<file path="src/rtl/wt_mem_req_arbiter_if.sv">
// Request/memory/response bundle between the caches, the arbiter and the memory adapter.
// The master side is the environment (caches plus adapter); the slave side is the arbiter.
interface wt_mem_req_arbiter_if #(
  parameter int unsigned NrReq     = 2,
  parameter int unsigned AddrWidth = 64,
  parameter int unsigned DataWidth = 64,
  parameter int unsigned TidWidth  = 3
);
  logic [NrReq-1:0]           req_valid_i;
  logic [NrReq-1:0]           req_ready_o;
  logic [NrReq*AddrWidth-1:0] req_addr_i;
  logic [NrReq-1:0]           req_we_i;
  logic [NrReq*DataWidth-1:0] req_wdata_i;

  logic                       mem_valid_o;
  logic                       mem_ready_i;
  logic [AddrWidth-1:0]       mem_addr_o;
  logic                       mem_we_o;
  logic [DataWidth-1:0]       mem_wdata_o;
  logic [TidWidth-1:0]        mem_tid_o;

  logic                       rsp_valid_i;
  logic [TidWidth-1:0]        rsp_tid_i;
  logic [DataWidth-1:0]       rsp_data_i;
  logic [NrReq-1:0]           rsp_valid_o;
  logic [DataWidth-1:0]       rsp_data_o;

  modport master (
    output req_valid_i, req_addr_i, req_we_i, req_wdata_i,
    input  req_ready_o,
    input  mem_valid_o, mem_addr_o, mem_we_o, mem_wdata_o, mem_tid_o,
    output mem_ready_i,
    output rsp_valid_i, rsp_tid_i, rsp_data_i,
    input  rsp_valid_o, rsp_data_o
  );

  modport slave (
    input  req_valid_i, req_addr_i, req_we_i, req_wdata_i,
    output req_ready_o,
    output mem_valid_o, mem_addr_o, mem_we_o, mem_wdata_o, mem_tid_o,
    input  mem_ready_i,
    input  rsp_valid_i, rsp_tid_i, rsp_data_i,
    output rsp_valid_o, rsp_data_o
  );
endinterface

</file>
<file path="src/rtl/wt_mem_req_arbiter.sv">
// Round-robin arbiter sharing one memory port between NrReq caches, with a registered request
// slot, per-request TID allocation, an outstanding-transaction cap and TID-based response routing.
module wt_mem_req_arbiter #(
  parameter int unsigned NrReq          = 2,
  parameter int unsigned AddrWidth      = 64,
  parameter int unsigned DataWidth      = 64,
  parameter int unsigned TidWidth       = 3,
  parameter int unsigned MaxOutstanding = 7
) (
  input  logic                   clk_i,
  input  logic                   rst_ni,
  input  logic                   flush_i,
  wt_mem_req_arbiter_if.slave    bus,
  output logic                   idle_o,
  output logic                   err_o
);
  localparam int unsigned NumTid   = 1 << TidWidth;
  localparam int unsigned IdxWidth = (NrReq > 1) ? $clog2(NrReq) : 1;
  localparam int unsigned CntWidth = $clog2(MaxOutstanding + 1);

  localparam logic [0:0] SLOT_EMPTY = 1'b0;
  localparam logic [0:0] SLOT_FULL  = 1'b1;

  logic [0:0]           slot_state;
  logic [AddrWidth-1:0] slot_addr;
  logic                 slot_we;
  logic [DataWidth-1:0] slot_wdata;
  logic [TidWidth-1:0]  slot_tid;
  logic [NumTid-1:0]    busy_q;
  logic [IdxWidth-1:0]  owner_q [NumTid];
  logic [CntWidth-1:0]  count_q;
  logic [IdxWidth-1:0]  rr_q;
  logic                 err_q;

  logic                 gnt_found, alloc_found, can_accept, accept, rsp_hit;
  logic [IdxWidth-1:0]  gnt_idx;
  logic [TidWidth-1:0]  alloc_tid;
  logic [AddrWidth-1:0] gnt_addr;
  logic                 gnt_we;
  logic [DataWidth-1:0] gnt_wdata;
  logic [NumTid-1:0]    busy_next;

  always_comb begin : grant_select
    logic [IdxWidth-1:0] cand;
    // NOTE: every signal gets a default before the loops so no path leaves it unassigned (no latch).
    cand      = '0;
    gnt_found = 1'b0;
    gnt_idx   = '0;
    for (int k = 0; k < NrReq; k++) begin
      cand = IdxWidth'((32'(rr_q) + 32'(k)) % NrReq);
      if (!gnt_found && bus.req_valid_i[cand]) begin
        gnt_found = 1'b1;
        gnt_idx   = cand;
      end
    end
    gnt_addr  = '0;
    gnt_we    = 1'b0;
    gnt_wdata = '0;
    for (int i = 0; i < NrReq; i++) begin
      if (IdxWidth'(i) == gnt_idx) begin
        gnt_addr  = bus.req_addr_i[i*AddrWidth +: AddrWidth];
        gnt_we    = bus.req_we_i[i];
        gnt_wdata = bus.req_wdata_i[i*DataWidth +: DataWidth];
      end
    end
  end

  // Allocation looks only at the registered table, so a TID freed this cycle is reusable next cycle.
  always_comb begin : tid_alloc
    alloc_found = 1'b0;
    alloc_tid   = '0;
    for (int t = 0; t < NumTid; t++) begin
      if (!alloc_found && !busy_q[t]) begin
        alloc_found = 1'b1;
        alloc_tid   = TidWidth'(t);
      end
    end
  end

  assign can_accept = rst_ni && !flush_i && (slot_state == SLOT_EMPTY || bus.mem_ready_i) &&
                      (count_q < CntWidth'(MaxOutstanding)) && alloc_found;
  assign accept     = can_accept && gnt_found;
  assign rsp_hit    = bus.rsp_valid_i && busy_q[bus.rsp_tid_i];

  always_comb begin : outputs_comb
    bus.req_ready_o = '0;
    bus.rsp_valid_o = '0;
    if (accept)  bus.req_ready_o[gnt_idx] = 1'b1;
    if (rsp_hit) bus.rsp_valid_o[owner_q[bus.rsp_tid_i]] = 1'b1;
    busy_next = busy_q;
    if (accept)  busy_next[alloc_tid] = 1'b1;
    if (rsp_hit) busy_next[bus.rsp_tid_i] = 1'b0;
  end

  // NOTE: state uses non-blocking assignments so every flop samples the pre-edge values.
  always_ff @(posedge clk_i or negedge rst_ni) begin
    if (!rst_ni) begin
      slot_state <= SLOT_EMPTY;
      slot_addr  <= '0;
      slot_we    <= 1'b0;
      slot_wdata <= '0;
      slot_tid   <= '0;
      busy_q     <= '0;
      count_q    <= '0;
      rr_q       <= '0;
      err_q      <= 1'b0;
    end else begin
      if (accept) begin
        slot_state <= SLOT_FULL;
        slot_addr  <= gnt_addr;
        slot_we    <= gnt_we;
        slot_wdata <= gnt_wdata;
        slot_tid   <= alloc_tid;
        rr_q       <= (gnt_idx == IdxWidth'(NrReq - 1)) ? '0 : gnt_idx + IdxWidth'(1);
      end else if (bus.mem_ready_i) begin
        slot_state <= SLOT_EMPTY;
      end
      busy_q <= busy_next;
      unique case ({accept, rsp_hit})
        2'b10:   count_q <= count_q + CntWidth'(1);
        2'b01:   count_q <= count_q - CntWidth'(1);
        default: count_q <= count_q;
      endcase
      if (bus.rsp_valid_i && !busy_q[bus.rsp_tid_i]) err_q <= 1'b1;
    end
  end

  // NOTE: the owner table has no reset; an entry is only read while its busy bit is set.
  always_ff @(posedge clk_i) begin
    if (accept) owner_q[alloc_tid] <= gnt_idx;
  end

  assign bus.mem_valid_o = (slot_state == SLOT_FULL);
  assign bus.mem_addr_o  = slot_addr;
  assign bus.mem_we_o    = slot_we;
  assign bus.mem_wdata_o = slot_wdata;
  assign bus.mem_tid_o   = slot_tid;
  assign bus.rsp_data_o  = bus.rsp_data_i;
  assign idle_o          = (slot_state == SLOT_EMPTY) && (count_q == '0);
  assign err_o           = err_q;
endmodule
</file>
<file path="src/flat_wrapper.sv">
// flat-port wrapper written by rule: the top's interface ports become plain ports
module wt_mem_req_arbiter_flat 
#(
  parameter int unsigned NrReq          = 2,
  parameter int unsigned AddrWidth      = 64,
  parameter int unsigned DataWidth      = 64,
  parameter int unsigned TidWidth       = 3,
  parameter int unsigned MaxOutstanding = 7
)
  (clk_i, rst_ni, flush_i, idle_o, err_o, bus_req_valid_i, bus_req_addr_i, bus_req_we_i, bus_req_wdata_i, bus_req_ready_o, bus_mem_valid_o, bus_mem_addr_o, bus_mem_we_o, bus_mem_wdata_o, bus_mem_tid_o, bus_mem_ready_i, bus_rsp_valid_i, bus_rsp_tid_i, bus_rsp_data_i, bus_rsp_valid_o, bus_rsp_data_o);
  wt_mem_req_arbiter_if #(.NrReq(NrReq), .AddrWidth(AddrWidth), .DataWidth(DataWidth), .TidWidth(TidWidth)) bus_i ();
  input  logic clk_i;
  input  logic rst_ni;
  input  logic flush_i;
  output logic idle_o;
  output logic err_o;
  input wire logic [$bits(bus_i.req_valid_i)-1:0] bus_req_valid_i;
  input wire logic [$bits(bus_i.req_addr_i)-1:0] bus_req_addr_i;
  input wire logic [$bits(bus_i.req_we_i)-1:0] bus_req_we_i;
  input wire logic [$bits(bus_i.req_wdata_i)-1:0] bus_req_wdata_i;
  output wire logic [$bits(bus_i.req_ready_o)-1:0] bus_req_ready_o;
  output wire logic [$bits(bus_i.mem_valid_o)-1:0] bus_mem_valid_o;
  output wire logic [$bits(bus_i.mem_addr_o)-1:0] bus_mem_addr_o;
  output wire logic [$bits(bus_i.mem_we_o)-1:0] bus_mem_we_o;
  output wire logic [$bits(bus_i.mem_wdata_o)-1:0] bus_mem_wdata_o;
  output wire logic [$bits(bus_i.mem_tid_o)-1:0] bus_mem_tid_o;
  input wire logic [$bits(bus_i.mem_ready_i)-1:0] bus_mem_ready_i;
  input wire logic [$bits(bus_i.rsp_valid_i)-1:0] bus_rsp_valid_i;
  input wire logic [$bits(bus_i.rsp_tid_i)-1:0] bus_rsp_tid_i;
  input wire logic [$bits(bus_i.rsp_data_i)-1:0] bus_rsp_data_i;
  output wire logic [$bits(bus_i.rsp_valid_o)-1:0] bus_rsp_valid_o;
  output wire logic [$bits(bus_i.rsp_data_o)-1:0] bus_rsp_data_o;
  assign bus_i.req_valid_i = bus_req_valid_i;
  assign bus_i.req_addr_i = bus_req_addr_i;
  assign bus_i.req_we_i = bus_req_we_i;
  assign bus_i.req_wdata_i = bus_req_wdata_i;
  assign bus_req_ready_o = bus_i.req_ready_o;
  assign bus_mem_valid_o = bus_i.mem_valid_o;
  assign bus_mem_addr_o = bus_i.mem_addr_o;
  assign bus_mem_we_o = bus_i.mem_we_o;
  assign bus_mem_wdata_o = bus_i.mem_wdata_o;
  assign bus_mem_tid_o = bus_i.mem_tid_o;
  assign bus_i.mem_ready_i = bus_mem_ready_i;
  assign bus_i.rsp_valid_i = bus_rsp_valid_i;
  assign bus_i.rsp_tid_i = bus_rsp_tid_i;
  assign bus_i.rsp_data_i = bus_rsp_data_i;
  assign bus_rsp_valid_o = bus_i.rsp_valid_o;
  assign bus_rsp_data_o = bus_i.rsp_data_o;
  wt_mem_req_arbiter #(.NrReq(NrReq), .AddrWidth(AddrWidth), .DataWidth(DataWidth), .TidWidth(TidWidth), .MaxOutstanding(MaxOutstanding)) u_core (.clk_i(clk_i), .rst_ni(rst_ni), .flush_i(flush_i), .bus(bus_i), .idle_o(idle_o), .err_o(err_o));
endmodule
</file>
<file path="config.mk">
export PLATFORM = sky130hd
export DESIGN_NAME = wt_mem_req_arbiter_flat
export DESIGN_NICKNAME = d
export VERILOG_FILES = /design/src/rtl/wt_mem_req_arbiter_if.sv /design/src/rtl/wt_mem_req_arbiter.sv /design/src/flat_wrapper.sv
export SDC_FILE = /design/constraint.sdc
export NUM_CORES = 1
export LEC_CHECK = 0
export CORE_AREA = 2 2 210 212
export CTS_CLUSTER_DIAMETER = 200
export DETAILED_ROUTE_END_ITERATION = 10
export DIE_AREA = 0 0 212 214
export SYNTH_ARGS = -nofsm -noshare
export SYNTH_HDL_FRONTEND = slang
export SYNTH_SLANG_ARGS = --single-unit
</file>
<file path="constraint.sdc">
create_clock -name clk_i -period 4.9 [get_ports clk_i]
set_clock_uncertainty 0.2 [all_clocks]
set_input_delay 0.98 -clock clk_i [delete_from_list [all_inputs] [get_ports clk_i]]
set_output_delay 0.98 -clock clk_i [all_outputs]
set_load 0.005 [all_outputs]
</file>
After elaboration in Yosys (flattened, before gate mapping)
Memories as Yosys holds them, arrays and structs flattened.
Cells that the tools add are included.

operators by class
  add/subtract/negate cells = 4
  $mul = 0
  div/mod/pow operators = 0
  $lt $le $gt $ge = 11
  equality and inequality tests = 2
  shift-type cells = 0
  multiplexer cells = 46
  bitwise logic cells = 4
  reductions and logical operators = 40

operator list
  operator                                                     count
  two-way mux 64 bit                                           2
  two-way mux 1 bit                                            28
  logical AND 1 bit                                            20
  zero test 1 bit                                              16
  two-way mux 8 bit                                            2
  two-way mux 3 bit                                            4
  AND 8 bit                                                    1
  less-than comparator 1 x 2 -> 1 bit (second input constant)  4
  less-than comparator 3 x 4 -> 1 bit (second input constant)  2
  two-way mux 2 bit                                            4
  inverter 8 bit                                               1
  bitwise OR 8 bit                                             1
  demux 1 bit (select 3 bit)                                   2
  >= comparator 3 x 1 -> 1 bit (second input constant)         2
  one-hot mux 3 bit (2 select lines)                           1
  nonzero test 2 bit                                           2
  adder 3 x 1 -> 3 bit (second input constant)                 1
  binary-select mux 1 bit (select 3 bit)                       1
  zero test 3 bit                                              1
  less-than comparator 3 bit (second input constant)           1
  subtractor 3 x 1 -> 3 bit (second input constant)            1
  adder 1 bit (second input constant)                          2
  demux 1 bit (select 1 bit)                                   2
  equality test 2 x 1 -> 1 bit (second input constant)         1
  other kinds (4)                                              5

word-level totals
  bits in registers = 146
  latch bits = 0
  bits in writable memories = 8
  bits in read-only memories = 0
  input port bits = 332
  output and inout bits = 203
  memories = 1

memory list
  name            words  width  rd ports  clocked after Yosys merged registers in  write ports  line                      text
  u_core.owner_q  8      1      1         0                                        1            wt_mem_req_arbiter.sv:30  logic [IdxWidth-1:0] owner_q [NumTid];

Longest topological paths before layout
Gate-level depths: netlist of run 1.

  depth in word-level cells = 29
  gate-level depth with buffers = 13

Least setup slack after synthesis of run 1
OpenSTA, ideal clock, no wires.

  path kind = in2out
  start = input bus_rsp_tid_i[0]
  end = output bus_rsp_valid_o[0]
  arrival = 2.127 ns
  data required time = 3.720 ns
  path slack = 1.593 ns
  stages on the path = 4
  cell sequence = clkbuf_1 > mux4_2 > mux2i_1 > nor2b_1

on the way
  cells in the longest elaborated chain, start to end = 6
  elaborated cells between the ends (all ways) = 10
  those cells by class = order compare (2); mux (5); reduce/logical (2); memory (1)

RTL lines
  item                                                                                              line                      text
  start, declared                                                                                   flat_wrapper.sv:29        input wire logic [$bits(bus_i.rsp_tid_i)-1:0] bus_rsp_tid_i;
  memory read (8 x 1 bit)                                                                           --
  less-than comparator 1 x 2 -> 1 bit (implied by the code) or >= comparator 1 bit (tied branches)  wt_mem_req_arbiter.sv:89  if (rsp_hit) bus.rsp_valid_o[owner_q[bus.rsp_tid_i]] = 1'b1;
  logical AND 1 bit (implied by the code)                                                           wt_mem_req_arbiter.sv:89
  two-way mux 1 bit (implied by the code)                                                           wt_mem_req_arbiter.sv:89
  demux 1 bit (select 1 bit)                                                                        --
  two-way mux 2 bit *                                                                               wt_mem_req_arbiter.sv:89
  end, declared                                                                                     flat_wrapper.sv:31        output wire logic [$bits(bus_i.rsp_valid_o)-1:0] bus_rsp_valid_o;

Every way passes the cells marked *; elsewhere a longest branch is shown, timed or not. The select of a mux whose other input is x is not followed.

Worst setup path after layout of run 1
Same ends and word-level chain as after synthesis.

==> out/qor.txt, run 1 <==
count of cells resized by post-cts repair -> 0
clock tree from TritonCTS -> done
post-synthesis instance area -> 8370 sq um
synthesized netlist net count -> 941
Wirelength per Cell -> 15.8 um
leakage power of the design -> 5.17 nW
aggregate global-route resource usage -> 10.9%
clock network fraction of total power -> 20.5%
final clock period utilization by the worst path -> 88.6%
post-route setup TNS -> 0 ns
max-capacitance violation count -> 0
global-route wire length before repair -> 37.6 mm
r2r setup slk -> 1.82 ns
Setup Viol. Count Final -> 0
root buffer selected by CTS -> clkbuf_16
number of antenna violations at the first check in global routing -> 0
power share of the combinational group -> 43.8%
P_sw -> 1.73 mW
total clock buffers created by CTS -> 17
# port buffers -> 406
maximum clock insertion buffer count -> 2
setup repair after global routing missed its margin -> no
area fraction of the dominant cell type after synthesis -> 43.7%
largest net degree at the start of global routing -> 130
CP Class -> in2out
Yosys warning total -> 0
most instantiated flip-flop cell in the synthesis netlist -> dfrtp_1
# H-tree levels -> 4
worst hold path class -> in2async
half-perimeter wire length after detailed placement -> 18.2 mm
Placeable Area -> 42900 sq um
GPL Wtd Cong -> 0.770
starting density of the core -> 19.5%
average via count per standard cell -> 3.84
Final Slew Violations -> 0
cell with the most instances after synthesis -> mux2_2
PwrDens -> 479 nW/um^2
Die H -> 214 um
Worst Path Arrival -> 3.16 ns
die area -> 45400 sq um
Critical Path Start Type -> input port
final count of hold timing violations -> 0
final wirelength -> 24.2 mm
Filler Cells Inserted -> 4369
Total Nets Final -> 1274
layout cells sized above 1 -> 32.4%
Internal Power -> 4.55 mW
CP endpoint kind -> output pin
Clock Latency Late Sink -> 0.44 ns
transition time at the pin with the least slew margin -> 0.931 ns
post-synthesis sequential area ratio -> 46.5%
count of nets left with antenna violations after detail routing -> 0
number of synthesized flops with an enable pin -> 8
Top-Level Pins -> 535
cell count after synthesis -> 607
FFs w/ async S/R, synth -> 94.8%
switching power as a share of total power -> 27.6%
top post-synthesis cells by area -> dfrtp_1 44%, mux2_2 26%, mux2_4 12%, buf_4 5.7%, edfxtp_1 2.9%
Slew Limit Headroom -> 37.9%
horizontal extent of the die -> 212 um
DRC violation total after the first TritonRoute iteration -> 152
first drt pass iteration count -> 4
cell type with the highest aggregate area in the netlist -> dfrtp_1
row count -> 76
Final Critical Period -> 4.34 ns
routed vias -> 5908
Critical Path Fanout Max -> 10
achievable clock frequency -> 230 MHz
reg-to-reg startpoint -> u_core.count_q[0]$_DFFE_PN0P_
number of buffers inserted by hold repair at cts -> 0
number of global-route vias before repair -> 6597
clock sink count -> 154
Worst Path Required -> 3.72 ns
Flop pwr share -> 35.7%
total congestion overflow after global routing -> 0
Seq cells post-synth -> 154
area grow syn2layout -> 56.9%
# DRC -> 0
Distinct cells, synth -> 43
peak ir drop on the vdd network -> 0.000288 V
hold slack final -> 0.206 ns
post-synthesis average cell area -> 13.8 sq um
Antenna Cells -> 0
buffer count from post-CTS setup fixing -> 0
status -> complete, no violations
most instantiated cells after synthesis -> 193 x mux2_2, 146 x dfrtp_1, 66 x mux2_4
clock-pin slew on the worst setup and hold paths -> 0.07 ns
worst setup path startpoint -> bus_rsp_tid_i[0]
[worst max-delay path: stages]
cell,delay [ns]
clkdlybuf4s50_1,0.72
mux4_2,0.55
mux2i_1,0.18
nor2b_1,0.18
clkdlybuf4s50_1,0.54
[cell usage in the layout, fill, tap and decap left out, types with 3 or more instances in the layout]
cell / instances
nand2_1: 8
dfrtp_1: 146
inv_1: 10
clkbuf_16: 17
mux2_2: 193
nand3_1: 5
clkinvlp_4: 3
o21ai_0: 11
mux2_4: 66
clkinv_2: 5
nor2_1: 12
edfxtp_1: 8
nand2b_1: 4
o31ai_1: 4
nor2b_1: 4
buf_4: 6
clkbuf_8: 4
mux2i_1: 5
clkdlybuf4s50_1: 405
[flip-flops by register name (all words and copies together) (netlist names)]
register / cells
u_core.err_o: 1
u_core.bus.mem_we_o: 1
u_core.owner_q: 8
u_core.rr_q: 1
u_core.bus.mem_valid_o: 1
u_core.bus.mem_addr_o: 64
u_core.bus.mem_wdata_o: 64
u_core.bus.mem_tid_o: 3
u_core.count_q: 3
u_core.busy_q: 8
[cell families after synthesis]
family | Yosys count | synth area share (%)
AOI/OAI and AO/OA | 29 | 2.35
xor gates and xnor gates | 3 | 0.314
adders and majority gates | 2 | 0.389
buffers and inverters | 110 | 8.78
DFF | 154 | 46.5
muxes | 266 | 38.9
and+or+nand+nor | 43 | 2.71
[through the flow]
step	utilization, %	instance area (sq um)	setup slack [ns]	total power [mW]	std cells
2_1_floorplan	-	8370	1.59	3.41	607
3_3_place_gp	29.3	12600	0.542	5.03	1506
3_5_place_dp	29.3	12600	0.564	5.05	1506
4_1_cts	30.6	13100	0.560	6.42	1538
5_1_grt	30.6	13100	0.418	6.68	1538
6_report	30.6	13100	0.560	6.29	1538
[routing by layer]
metal / vias to the layer above / track usage, % / part of all wire (%)
met5: - / 0 / 0
li1: 2751 / - / -
met4: 0 / 4.62 / 3.0
met3: 41 / 4.93 / 8.9
met1: 2859 / 11.5 / 38
met2: 257 / 18.5 / 50
[final timing paths]
check / depth (start not counted) / to
max in group asynchronous: 2 / u_core.bus.mem_wdata_o[30]$_DFFE_PN0P_
max: 5 / bus_rsp_valid_o[0]
min: 1 / u_core.bus.mem_valid_o$_DFFE_PN0P_
min in group clk_i: 1 / u_core.err_o$_DFFE_PN0P_
min reg2reg: 1 / u_core.err_o$_DFFE_PN0P_
max reg2reg: 6 / u_core.bus.mem_addr_o[0]$_DFFE_PN0P_
[power by group through the flow]
stage	registers, mW	logic [mW]	clock network (mW)
5_1_grt	2.33	2.95	1.41
3_3_place_gp	2.25	2.78	0
4_1_cts	2.25	2.81	1.35
2_1_floorplan	2.24	1.17	0
6_report	2.24	2.75	1.29
3_5_place_dp	2.26	2.80	0
[final cells by class]
| cell class | instances | area [sq um] | area share (%) |
|---|---|---|---|
| Inverter | 11 | 41.3 | 0.314 |
| Clock inverter | 11 | 95.1 | 0.724 |
| Tap cell | 585 | 732 | 5.57 |
| Multi-Input combinational cell | 343 | 3760 | 28.6 |
| Clock buffer | 21 | 480 | 3.66 |
| Sequential cell | 154 | 3890 | 29.6 |
| Timing Repair Buffer | 413 | 4130 | 31.4 |
Note: power is estimated with default switching activity, not from simulation.
==> run 2: changes to the inputs <==
- RECOVER_POWER: default -> 25
==> run 2 against run 1 <==
Net effect:
- the flow now finishes with violations (capacitance limit, slew limit)
- via count rose by 0.29%
- cell count did not move
- clock power about the same
- register-to-register slack got worse by 0.02 ns
- non-clock buffer count is the same
- maximum frequency is 0.20% higher
- combinational power about the same
- critical path type unchanged
- highest routed layer unchanged
==> out/qor.txt, run 2 (synthesis gave the netlist of run 1 again) <==
violated checks -> capacitance limit, slew limit
number of antenna violations at the first check in global routing -> 0 (unchanged)
starting density of the core -> 19.5% (unchanged)
clock tree from TritonCTS -> done (unchanged)
routed vias -> 5925 (was 5908)
worst hold path class -> in2async (unchanged)
Multi-input gate area -> 3750 sq um (was 3760 sq um)
most frequent standard cell in the layout excluding fill and tap cells -> clkdlybuf4s50_1 (unchanged)
r2r setup slk -> 1.80 ns (was 1.82 ns)
Top-Level Pins -> 535 (unchanged)
# DRC -> 0 (unchanged)
Placeable Area -> 42900 sq um (unchanged)
global-route wire length before repair -> 37.6 mm (unchanged)
buffer count from post-CTS setup fixing -> 0 (unchanged)
reg-to-reg startpoint -> u_core.count_q[0]$_DFFE_PN0P_ (unchanged)
maximum clock insertion buffer count -> 2 (unchanged)
aggregate global-route resource usage -> 10.9% (unchanged)
Worst Path Required -> 3.72 ns (about the same)
fin worst setup slack -> 0.569 ns (was 0.560 ns)
Die H -> 214 um (unchanged)
CP Class -> in2out (unchanged)
# H-tree levels -> 4 (unchanged)
row count -> 76 (unchanged)
area grow syn2layout -> 56.7% (was 56.9%)
final wirelength -> 24.2 mm (about the same)
R2R depth -> 6 (unchanged)
PwrDens -> 479 nW/um^2 (about the same)
GPL Wtd Cong -> 0.770 (unchanged)
final clock period utilization by the worst path -> 88.4% (was 88.6%)
root buffer selected by CTS -> clkbuf_16 (unchanged)
DRC violation total after the first TritonRoute iteration -> 181 (was 152)
register area -> 3890 sq um (unchanged)
horizontal extent of the die -> 212 um (unchanged)
layout cells sized above 1 -> 32.2% (was 32.4%)
number of buffers inserted by hold repair at cts -> 0 (unchanged)
total clock buffers created by CTS -> 17 (unchanged)
Final Critical Period -> 4.33 ns (was 4.34 ns)
final standard cell count with taps included and fillers excluded -> 1538 (unchanged)
max-capacitance violation count -> 2 (was 0)
clock sink count -> 154 (unchanged)
count of cells resized by post-cts repair -> 0 (unchanged)
Setup Viol. Count Final -> 0 (unchanged)
half-perimeter wire length after detailed placement -> 18.2 mm (unchanged)
overall power -> 6.28 mW (was 6.29 mW)
count of nets left with antenna violations after detail routing -> 0 (unchanged)
Antenna Cells -> 0 (unchanged)
clock-pin slew on the worst setup and hold paths -> 0.07 ns (about the same)
post-route setup TNS -> 0 ns (unchanged)
Worst Path Arrival -> 3.15 ns (was 3.16 ns)
Slew Limit Headroom -> -95.0% (was 37.9%)
transition time at the pin with the least slew margin -> 2.93 ns (was 0.931 ns)
first drt pass iteration count -> 4 (unchanged)
die area -> 45400 sq um (unchanged)
Placed Cells incl. Taps -> 1506 (unchanged)
Critical Path Fanout Max -> 10 (unchanged)
Total Nets Final -> 1274 (unchanged)
average via count per standard cell -> 3.85 (was 3.84)
Wirelength per Cell -> 15.8 um (about the same)
largest net degree at the start of global routing -> 130 (unchanged)
total congestion overflow after global routing -> 0 (unchanged)
final count of hold timing violations -> 0 (unchanged)
endpoint of the most critical register-to-register path -> u_core.bus.mem_addr_o[0]$_DFFE_PN0P_ (unchanged)
Filler Cells Inserted -> 4370 (was 4369)
Clock Latency Late Sink -> 0.44 ns (about the same)
CP endpoint kind -> output pin (unchanged)
number of global-route vias before repair -> 6597 (unchanged)
leakage power of the design -> 5.17 nW (about the same)
Critical Path Start Type -> input port (unchanged)
peak ir drop on the vdd network -> 0.000288 V (about the same)
hold slack final -> 0.207 ns (was 0.206 ns)
status -> finished with violations (was complete, no violations)
Final Slew Violations -> 118 (was 0)
pre-CTS WS -> 0.564 ns (unchanged)
achievable clock frequency -> 231 MHz (was 230 MHz)
leading cell types in the layout, fill and taps excluded -> 404 x clkdlybuf4s50_1, 193 x mux2_2, 146 x dfrtp_1, 66 x mux2_4, 17 x clkbuf_16 (was 405 x clkdlybuf4s50_1, 193 x mux2_2, 146 x dfrtp_1, 66 x mux2_4, 17 x clkbuf_16)
worst setup path startpoint -> bus_rsp_tid_i[0] (unchanged)
setup repair after global routing missed its margin -> no (unchanged)
# port buffers -> 406 (unchanged)
-- run 2: critical path, cell delays in order --
cell,delay [ns]
clkdlybuf4s50_1,0.71
mux4_2,0.55
mux2i_1,0.18
nor2b_1,0.18
clkdlybuf4s50_1,0.54
-- run 2: how the worst max path moves through the flow --
stage	end	slack, ns	depth (start not counted)
2_1_floorplan	bus_rsp_valid_o[0]	1.59	4
3_3_place_gp	bus_rsp_valid_o[0]	0.54	5
3_5_place_dp	bus_rsp_valid_o[0]	0.56	5
4_1_cts	bus_rsp_valid_o[0]	0.56	5
5_1_grt	u_core.bus.mem_wdata_o[23]$_DFFE_PN0P_	0.40	2
6_report	bus_rsp_valid_o[0]	0.57	5
-- run 2: area by class of cell --
class | count | share of cell area (%)
Multi-Input combinational cell | 343 | 28.6
Clock inverter | 11 | 0.725
Inverter | 11 | 0.315
Clock buffer | 21 | 3.66
Sequential cell | 154 | 29.7
Tap cell | 585 | 5.58
Timing Repair Buffer | 413 | 31.4
-- run 2: metrics by stage --
step	area, sq um	utilization (%)
final	13100	30.6
after global routing	13100	30.6
after CTS	13100	30.6
after detailed placement	12600	29.3
after global placement	12600	29.3
after floorplan	8370	-
-- run 2: report_power, final --
part,switching (mW),internal [mW]
sequential,0.367,1.88
clock,0.542,0.749
combinational,0.823,1.93
-- run 2: routing by layer --
metal  GRT usage, %  vias up  share of wire (%)
met5              0        -                  0
met4           4.62        0                3.0
met3           4.93       41                8.9
met2           18.5      256                 50
met1           11.5     2874                 38
li1               -     2754                  -
